File: src/rtl/lsu_pkg.sv
// ---------------------------------------------------------------------------
// lsu_pkg
// Shared definitions for the load/store unit: FSM state encoding, RISC-V
// funct3 access codes and a legality helper used when a request arrives.
// The opcode macros are defined only if the core has not already defined
// them, so the existing OPCODE_LOAD / OPCODE_STORE values are reused.
// ---------------------------------------------------------------------------
`ifndef OPCODE_LOAD
`define OPCODE_LOAD 7'b0000011
`endif
`ifndef OPCODE_STORE
`define OPCODE_STORE 7'b0100011
`endif

package lsu_pkg;

  typedef enum logic [1:0] {
    IDLE = 2'd0,
    REQ  = 2'd1,
    WAIT = 2'd2,
    RESP = 2'd3
  } lsu_state_t;

  localparam logic [2:0] F3_B  = 3'b000;
  localparam logic [2:0] F3_H  = 3'b001;
  localparam logic [2:0] F3_W  = 3'b010;
  localparam logic [2:0] F3_BU = 3'b100;
  localparam logic [2:0] F3_HU = 3'b101;

  // Stores only know signed sizes; the unsigned codes are load-only.
  function automatic logic f3_legal(input logic wen, input logic [2:0] f3);
    logic sized;
    sized = (f3 == F3_B) || (f3 == F3_H) || (f3 == F3_W);
    if (wen) begin
      return sized;
    end
    return sized || (f3 == F3_BU) || (f3 == F3_HU);
  endfunction

endpackage

File: src/rtl/lsu_mem_align.sv
// ---------------------------------------------------------------------------
// lsu_align
// Purely combinational lane logic for the load/store unit.
// Ports:
//   func3      in  3   access size/sign (RISC-V funct3)
//   offset     in  2   byte offset inside the word (addr[1:0])
//   rdata      in  32  word returned by the bus
//   wdata      in  32  store data (rs2)
//   load_data  out 32  extracted and sign/zero-extended load value
//   wstrb      out 4   byte strobes for a store of this size/offset
//   wdata_rep  out 32  store data replicated across all byte lanes
//   misaligned out 1   halfword at odd address or word not on a 4B boundary
// ---------------------------------------------------------------------------
module lsu_align
  import lsu_pkg::*;
(
  input  logic [2:0]  func3,
  input  logic [1:0]  offset,
  input  logic [31:0] rdata,
  input  logic [31:0] wdata,
  output logic [31:0] load_data,
  output logic [3:0]  wstrb,
  output logic [31:0] wdata_rep,
  output logic        misaligned
);

  logic [15:0] lane;

  // The addressed byte/halfword is shifted down to bit 0 first so every
  // extension case reads from the same low lane.
  always_comb begin
    lane = 16'(rdata >> {offset, 3'b000});
    unique case (func3)
      F3_B:    load_data = {{24{lane[7]}}, lane[7:0]};
      F3_BU:   load_data = {24'd0, lane[7:0]};
      F3_H:    load_data = {{16{lane[15]}}, lane};
      F3_HU:   load_data = {16'd0, lane};
      F3_W:    load_data = rdata;
      default: load_data = 32'd0;
    endcase
  end

  // func3[1:0] encodes the size for both loads and stores.
  always_comb begin
    wstrb     = 4'b0000;
    wdata_rep = wdata;
    unique case (func3[1:0])
      2'b00: begin
        wstrb     = 4'b0001 << offset;
        wdata_rep = {4{wdata[7:0]}};
      end
      2'b01: begin
        wstrb     = 4'b0011 << offset;
        wdata_rep = {2{wdata[15:0]}};
      end
      2'b10: begin
        wstrb     = 4'b1111;
        wdata_rep = wdata;
      end
      default: begin
        wstrb     = 4'b0000;
        wdata_rep = wdata;
      end
    endcase
  end

  assign misaligned = ((func3[1:0] == 2'b01) && offset[0]) ||
                      ((func3[1:0] == 2'b10) && (offset != 2'b00));

endmodule

File: src/rtl/lsu_mem.sv
// ---------------------------------------------------------------------------
// lsu_mem
// Load/store unit: takes one access from write-back, performs it on a
// valid/ready data bus and returns extended load data or a store ack as a
// single-cycle resp_valid pulse. One transaction outstanding at a time.
// Optional feature macro: LSU_TIMEOUT_EN adds a watchdog in REQ/WAIT that
// ends the access with an error after TIMEOUT_CYCLES cycles.
// Ports:
//   clk, rst_n                       clock, synchronous active-low reset
//   req_valid/req_ready              request handshake from write-back
//   req_wen, req_func3, req_addr,
//   req_wdata                        access description
//   resp_valid, resp_rdata, resp_err completion pulse and result
//   bus_valid/bus_ready              bus request handshake
//   bus_wen, bus_addr, bus_wdata,
//   bus_wstrb                        bus request fields (registered)
//   bus_rsp_valid, bus_rdata,
//   bus_rsp_err                      bus response
// ---------------------------------------------------------------------------
module lsu_mem
  import lsu_pkg::*;
#(
  parameter int unsigned TIMEOUT_CYCLES = 255
) (
  input  logic        clk,
  input  logic        rst_n,
  input  logic        req_valid,
  output logic        req_ready,
  input  logic        req_wen,
  input  logic [2:0]  req_func3,
  input  logic [31:0] req_addr,
  input  logic [31:0] req_wdata,
  output logic        resp_valid,
  output logic [31:0] resp_rdata,
  output logic        resp_err,
  output logic        bus_valid,
  input  logic        bus_ready,
  output logic        bus_wen,
  output logic [31:0] bus_addr,
  output logic [31:0] bus_wdata,
  output logic [3:0]  bus_wstrb,
  input  logic        bus_rsp_valid,
  input  logic [31:0] bus_rdata,
  input  logic        bus_rsp_err
);

  lsu_state_t state, state_next;

  logic        wen_q;
  logic [2:0]  func3_q;
  logic [31:0] addr_q;
  logic [31:0] wdata_q;
  logic [3:0]  wstrb_q;
  logic [31:0] rdata_q;
  logic        err_q;

  logic [2:0]  align_func3;
  logic [1:0]  align_offset;
  logic [31:0] load_data;
  logic [31:0] wdata_rep;
  logic [3:0]  wstrb;
  logic        misaligned;

  logic accept;
  logic reject;
  logic capture_rsp;
  logic timeout_fire;
  logic timeout_hit;

  // In IDLE the aligner looks at the incoming request (alignment check and
  // store lane data, both captured on accept); afterwards it looks at the
  // latched access so the response can be extracted from bus_rdata.
  assign align_func3  = (state == IDLE) ? req_func3     : func3_q;
  assign align_offset = (state == IDLE) ? req_addr[1:0] : addr_q[1:0];

  lsu_align u_align (
    .func3      (align_func3),
    .offset     (align_offset),
    .rdata      (bus_rdata),
    .wdata      (req_wdata),
    .load_data  (load_data),
    .wstrb      (wstrb),
    .wdata_rep  (wdata_rep),
    .misaligned (misaligned)
  );

`ifdef LSU_TIMEOUT_EN
  localparam int unsigned CNT_W = ($clog2(TIMEOUT_CYCLES + 1) > 8) ?
                                  $clog2(TIMEOUT_CYCLES + 1) : 8;

  logic [CNT_W-1:0] timeout_cnt;

  // Held at zero outside REQ/WAIT, so it starts from zero on entry to REQ.
  always_ff @(posedge clk) begin
    if (!rst_n) begin
      timeout_cnt <= '0;
    end else if ((state == REQ) || (state == WAIT)) begin
      timeout_cnt <= timeout_cnt + CNT_W'(1);
    end else begin
      timeout_cnt <= '0;
    end
  end

  // Fires in the last of TIMEOUT_CYCLES cycles spent in REQ/WAIT.
  assign timeout_hit = (timeout_cnt == CNT_W'(TIMEOUT_CYCLES - 1));
`else
  assign timeout_hit = 1'b0;
`endif

  always_ff @(posedge clk) begin
    if (!rst_n) begin
      state <= IDLE;
    end else begin
      state <= state_next;
    end
  end

  // A real bus response wins over the watchdog when both land together.
  always_comb begin
    state_next   = state;
    accept       = 1'b0;
    reject       = 1'b0;
    capture_rsp  = 1'b0;
    timeout_fire = 1'b0;
    unique case (state)
      IDLE: begin
        if (req_valid) begin
          accept = 1'b1;
          if (!f3_legal(req_wen, req_func3) || misaligned) begin
            reject     = 1'b1;
            state_next = RESP;
          end else begin
            state_next = REQ;
          end
        end
      end
      REQ: begin
        if (bus_ready && bus_rsp_valid) begin
          capture_rsp = 1'b1;
          state_next  = RESP;
        end else if (timeout_hit) begin
          timeout_fire = 1'b1;
          state_next   = RESP;
        end else if (bus_ready) begin
          state_next = WAIT;
        end
      end
      WAIT: begin
        if (bus_rsp_valid) begin
          capture_rsp = 1'b1;
          state_next  = RESP;
        end else if (timeout_hit) begin
          timeout_fire = 1'b1;
          state_next   = RESP;
        end
      end
      RESP: begin
        state_next = IDLE;
      end
      default: begin
        state_next = IDLE;
      end
    endcase
  end

  always_ff @(posedge clk) begin
    if (!rst_n) begin
      wen_q   <= 1'b0;
      func3_q <= 3'd0;
      addr_q  <= 32'd0;
      wdata_q <= 32'd0;
      wstrb_q <= 4'd0;
      rdata_q <= 32'd0;
      err_q   <= 1'b0;
    end else begin
      if (accept) begin
        wen_q   <= req_wen;
        func3_q <= req_func3;
        addr_q  <= req_addr;
        wdata_q <= wdata_rep;
        wstrb_q <= req_wen ? wstrb : 4'd0;
        rdata_q <= 32'd0;
        err_q   <= reject;
      end
      if (capture_rsp) begin
        err_q   <= bus_rsp_err;
        rdata_q <= (bus_rsp_err || wen_q) ? 32'd0 : load_data;
      end
      if (timeout_fire) begin
        err_q   <= 1'b1;
        rdata_q <= 32'd0;
      end
    end
  end

  assign req_ready  = (state == IDLE);
  assign resp_valid = (state == RESP);
  assign resp_rdata = (state == RESP) ? rdata_q : 32'd0;
  assign resp_err   = (state == RESP) && err_q;

  assign bus_valid  = (state == REQ);
  assign bus_wen    = wen_q;
  assign bus_addr   = {addr_q[31:2], 2'b00};
  assign bus_wdata  = wdata_q;
  assign bus_wstrb  = wstrb_q;

endmodule

File: config.mk
export PLATFORM = sky130hd
export DESIGN_NAME = lsu_mem
export DESIGN_NICKNAME = d
export VERILOG_FILES = /design/src/rtl/lsu_pkg.sv /design/src/rtl/lsu_mem_align.sv /design/src/rtl/lsu_mem.sv
export SDC_FILE = /design/constraint.sdc
export NUM_CORES = 1
export LEC_CHECK = 0
export BUFFER_PORTS_ARGS = -buffer_cell sky130_fd_sc_hd__buf_2
export CAP_MARGIN = 20
export CORE_ASPECT_RATIO = 0.75
export CORE_UTILIZATION = 47
export DETAILED_ROUTE_END_ITERATION = 8
export PLACE_DENSITY_LB_ADDON = 0.05
export SLEW_MARGIN = 15
export SYNTH_ARGS = -nofsm -noshare
export SYNTH_HDL_FRONTEND = slang
export SYNTH_SLANG_ARGS = --single-unit
File: constraint.sdc
create_clock -name clk -period 5.2 [get_ports clk]
set_clock_uncertainty 0.15 [all_clocks]
set_input_delay 1.04 -clock clk [delete_from_list [all_inputs] [get_ports clk]]
set_output_delay 1.04 -clock clk [all_outputs]
set_load 0.01 [all_outputs]
==> reports/results.md <==
| Result | Reported |
|---|---|
| Outcome | finished, final reports clean |
| Width of the chip | 129 um |
| Unrepaired setup endpoints after global routing | false |
| Hold wc startpoint | bus_wstrb[2] |
| Clock slew at reported path FFs | 0.07 ns |
| Count of flip-flops with a built-in enable after synthesis | 0 |
| CP Data Arrival Time | 3.44 ns |
| Share of layout cells above drive strength 1 | 0.298 |
| Total global routing overflow | 0 |
| Antenna diode instance count | 0 |
| Sw Share | 0.402 |
| Reg2reg end | rdata_q[24] |
| Height of the chip | 97.1 um |
| Detailed Route Iter0 Violations | 452 |
| Net count, final | 947 |
| Worst path setup slack after routing | 1.89 ns |
| Avg Synthesized Cell Area | 8.17 sq um |
| Startpoint type of the worst setup path | flop |
| #FFs+latches synth | 107 |
| Wire length of the first global-routing pass | 25700 um |
| Root buffer cell | clkbuf_16 |
| R2R Setup Slk | 1.89 ns |
| Combined global-route utilization of all metal layers | 0.258 |
| Max Root-Sink Buffers | 2 |
| Area added between synthesis and finish | 19.3% |
| HPWL after DPL | 11400 um |
| Worst-path fanout max | 26 |
| Cell type group with the largest total delay on the critical path | compound AO/OA/AOI/OAI gates |
| Routed WL per cell | 16.0 um |
| Sort of element at the end of the critical path | flop |
| Slowest CP cell | a21boi_2 |
| Final period utilization | 0.637 |
| Maximum capacitance violations | 0 |
| Hold Buf Count CTS | 0 |
| Reg-to-reg critical path startpoint | state[1] |
| Worst Hold Class | flop to flop |
| Setup fix buffers added after clock tree synthesis | 0 |
| Sum of routed wire length over all layers | 16100 um |
| Ports | 211 |
| Fraction of power consumed by sequential logic | 0.355 |
| Vias per inst | 5.42 |
| Worst slew margin relative to its limit | 0.261 |
| Number of antenna-violating nets in the routed design | 0 |
| Via count | 5428 |
| Clock share of power | 0.210 |
| Number of max-slew violations in the final report | 0 |
| Sinks on Clock Net | 107 |
| Number of placement rows | 34 |
| Via count of the first global-routing pass | 5001 |
| Floorplan die area | 12500 sq um |
| Port Buffers | 208 |
| Setup slack at placement | 1.75 ns |
| Largest net degree at the start of global routing | 97 |
| Internal | 1.74 mW |
| Worst skew pair latency | 0.34 ns |
| Post-route setup TNS | 0 ns |
| Critical setup path kind | flop to flop |
| Total design power | 2.90 mW |
| CP Buf/Inv Count | 2 |
| Num CTS Buffers | 9 |
| Floorplan Core Area | 11700 sq um |
| DRC | 0 |
| Number of antenna violations at the first check in global routing | 0 |
| Maximum ir drop on the vdd rail | 0.231 mV |
| Starting Density | 0.486 |
| Most instantiated flip-flop cell in the synthesis netlist | dfxtp_1 |
| Delay contributed by the slowest stage of the critical path | 0.87 ns |
| H-tree lvl count | 3 |
| Cell area power density | 430 nW/um^2 |
| 1st-pass router iterations | 6 |
| Number of different library cells in the post-synthesis netlist | 50 |
| Share of power burned in combinational logic | 0.436 |
| Post-Syn Area | 5670 sq um |
| Endpoint, Worst Hold | bus_wstrb[2] |
| Fraction of synthesis flops using an asynchronous set or reset pin | 0 |
| Transition time at the pin with the least slew margin | 1.09 ns |
| Shortest period the worst path allows | 3.31 ns |
| Register area share after synthesis | 0.378 |
| Layout fillers | 1130 |
| Worst Hold Path Cells | 2 |
| Cell count after synthesis | 694 |
| Setup violations, final | 0 |
| Power spent charging and discharging nets | 1.17 mW |
| Final hold violations | 0 |
| Worst Path Required | 5.33 ns |
| CTS tree | built |
| Cell Chain, Critical Path | inv_1, ha_1, buf_4, mux2_2, a21boi_2, o21ai_0, a21oi_2 |
| Weighted congestion reported at the end of routability-driven placement | 0.865 |
| Warnings from Yosys | 0 |
| Gates resized, CTS repair | 0 |
| P_leak | 3.12 nW |
| Reg2reg path depth | 7 |
| Fmax | 0.302 GHz |
cell usage in the layout, fill, tap and decap left out, drive strengths merged, types with 2 or more instances in the layout:
master | synthesis | layout
and2 | 61 | 61
o21a | 2 | 2
nor3 | 4 | 4
mux2 | 3 | 3
buf | 49 | 215
clkinv | 0 | 2
a21oi | 69 | 69
a211oi | 3 | 3
a21o | 4 | 4
a21boi | 45 | 45
clkbuf | 35 | 11
nand2 | 135 | 135
a22oi | 9 | 9
nand2b | 5 | 5
a31oi | 9 | 9
nand3 | 11 | 11
o211ai | 2 | 2
nor2 | 11 | 11
nor3b | 7 | 7
nor2b | 5 | 5
o2bb2ai | 8 | 8
o21ai | 41 | 41
a222oi | 15 | 15
a22o | 8 | 8
mux2i | 12 | 12
conb | 1 | 2
ha | 4 | 4
dfxtp | 107 | 107
a221oi | 2 | 2
inv | 5 | 5
o211a | 13 | 13
power by group through the flow:
stage / clock, mW / combinational [mW] / sequential [mW]
3_5_place_dp: 0 / 1.25 / 1.05
2_1_floorplan: 0 / 0.929 / 1.08
4_1_cts: 0.624 / 1.26 / 1.03
3_3_place_gp: 0 / 1.23 / 1.04
6_report: 0.609 / 1.27 / 1.03
5_1_grt: 0.652 / 1.40 / 1.05
per-stage QoR:
step           utilization  hold slack (ns)  std cells  area (sq um)
6_report             0.580            0.307       1002          6760
5_1_grt              0.580            0.328       1002          6760
4_1_cts              0.579            0.312       1001          6750
3_5_place_dp         0.557            0.301        987          6490
3_3_place_gp         0.557            0.294        987          6490
2_1_floorplan            -            0.285        695          5670
synthesized netlist by cell type (all sizes together), types with 5 or more instances:
master,instances,share of area
nand3,11,0.0097
dfxtp,107,0.38
clkbuf,35,0.023
a22oi,9,0.014
a21boi,45,0.060
nand2,135,0.089
inv,5,0.0033
nand2b,5,0.0055
a21oi,69,0.068
a31oi,9,0.0099
and2,61,0.067
nor3b,7,0.0093
mux2i,12,0.023
a222oi,15,0.026
buf,49,0.061
o2bb2ai,8,0.012
o21ai,41,0.036
nor2b,5,0.0055
a22o,8,0.012
o211a,13,0.023
nor2,11,0.0082
cells by family (layout without fill, tap and decap cells):
| logic type | after synthesis | count (layout) | synth area share |
|---|---|---|---|
| AND/OR/NAND/NOR | 241 | 241 | 0.201 |
| AO/OA/AOI/OAI | 237 | 237 | 0.294 |
| flip-flops | 107 | 107 | 0.378 |
| buffers and inverters | 89 | 234 | 0.0876 |
| multiplexers | 15 | 15 | 0.0300 |
| adder cells (fa/ha/maj) | 4 | 4 | 0.00883 |
| other | 1 | 2 | 0.000661 |
metal layers:
metal	GRT usage	part of all wire	routed length (um)
met5	0	0	0
met4	0.0570	0.010	161
met3	0.0562	0.075	1210
met2	0.398	0.44	7080
met1	0.366	0.47	7620
flip-flops by register name, indices dropped and copies added, names as in the netlist:
register and flops:
state 2, rdata_q 32, addr_q 32, bus_wen 1, func3_q 3, bus_wstrb 4
err_q 1, bus_wdata 32
cell type report:
cell class / count / area [sq um] / area share
Multi-Input combinational cell: 499 / 3050 / 0.450
Sequential cell: 107 / 2140 / 0.317
Timing Repair Buffer: 215 / 1100 / 0.163
Clock buffer: 11 / 233 / 0.0344
Tap cell: 162 / 203 / 0.0300
Inverter: 5 / 18.8 / 0.00278
Clock inverter: 3 / 17.5 / 0.00259
worst max-delay path by stage:
stage / start / to / slack [ns] / depth (start not counted)
floorplan: bus_rdata[23] / rdata_q[21] / 2.75 / 6
global placement: req_addr[0] / rdata_q[17] / 1.93 / 6
detailed placement: req_addr[0] / rdata_q[31] / 1.75 / 6
CTS: state[1] / rdata_q[24] / 1.89 / 7
global route: state[1] / rdata_q[11] / 1.56 / 7
finish: state[1] / rdata_q[24] / 1.89 / 7
worst reg2reg max path: stages, from the launching register on:
cell	delay (ns)
dfxtp_1	0.33
inv_1	0.11
ha_1	0.45
buf_4	0.33
mux2_2	0.56
a21boi_2	0.88
o21ai_0	0.30
a21oi_2	0.15
No activity file was read; power rests on OpenSTA's default activity.
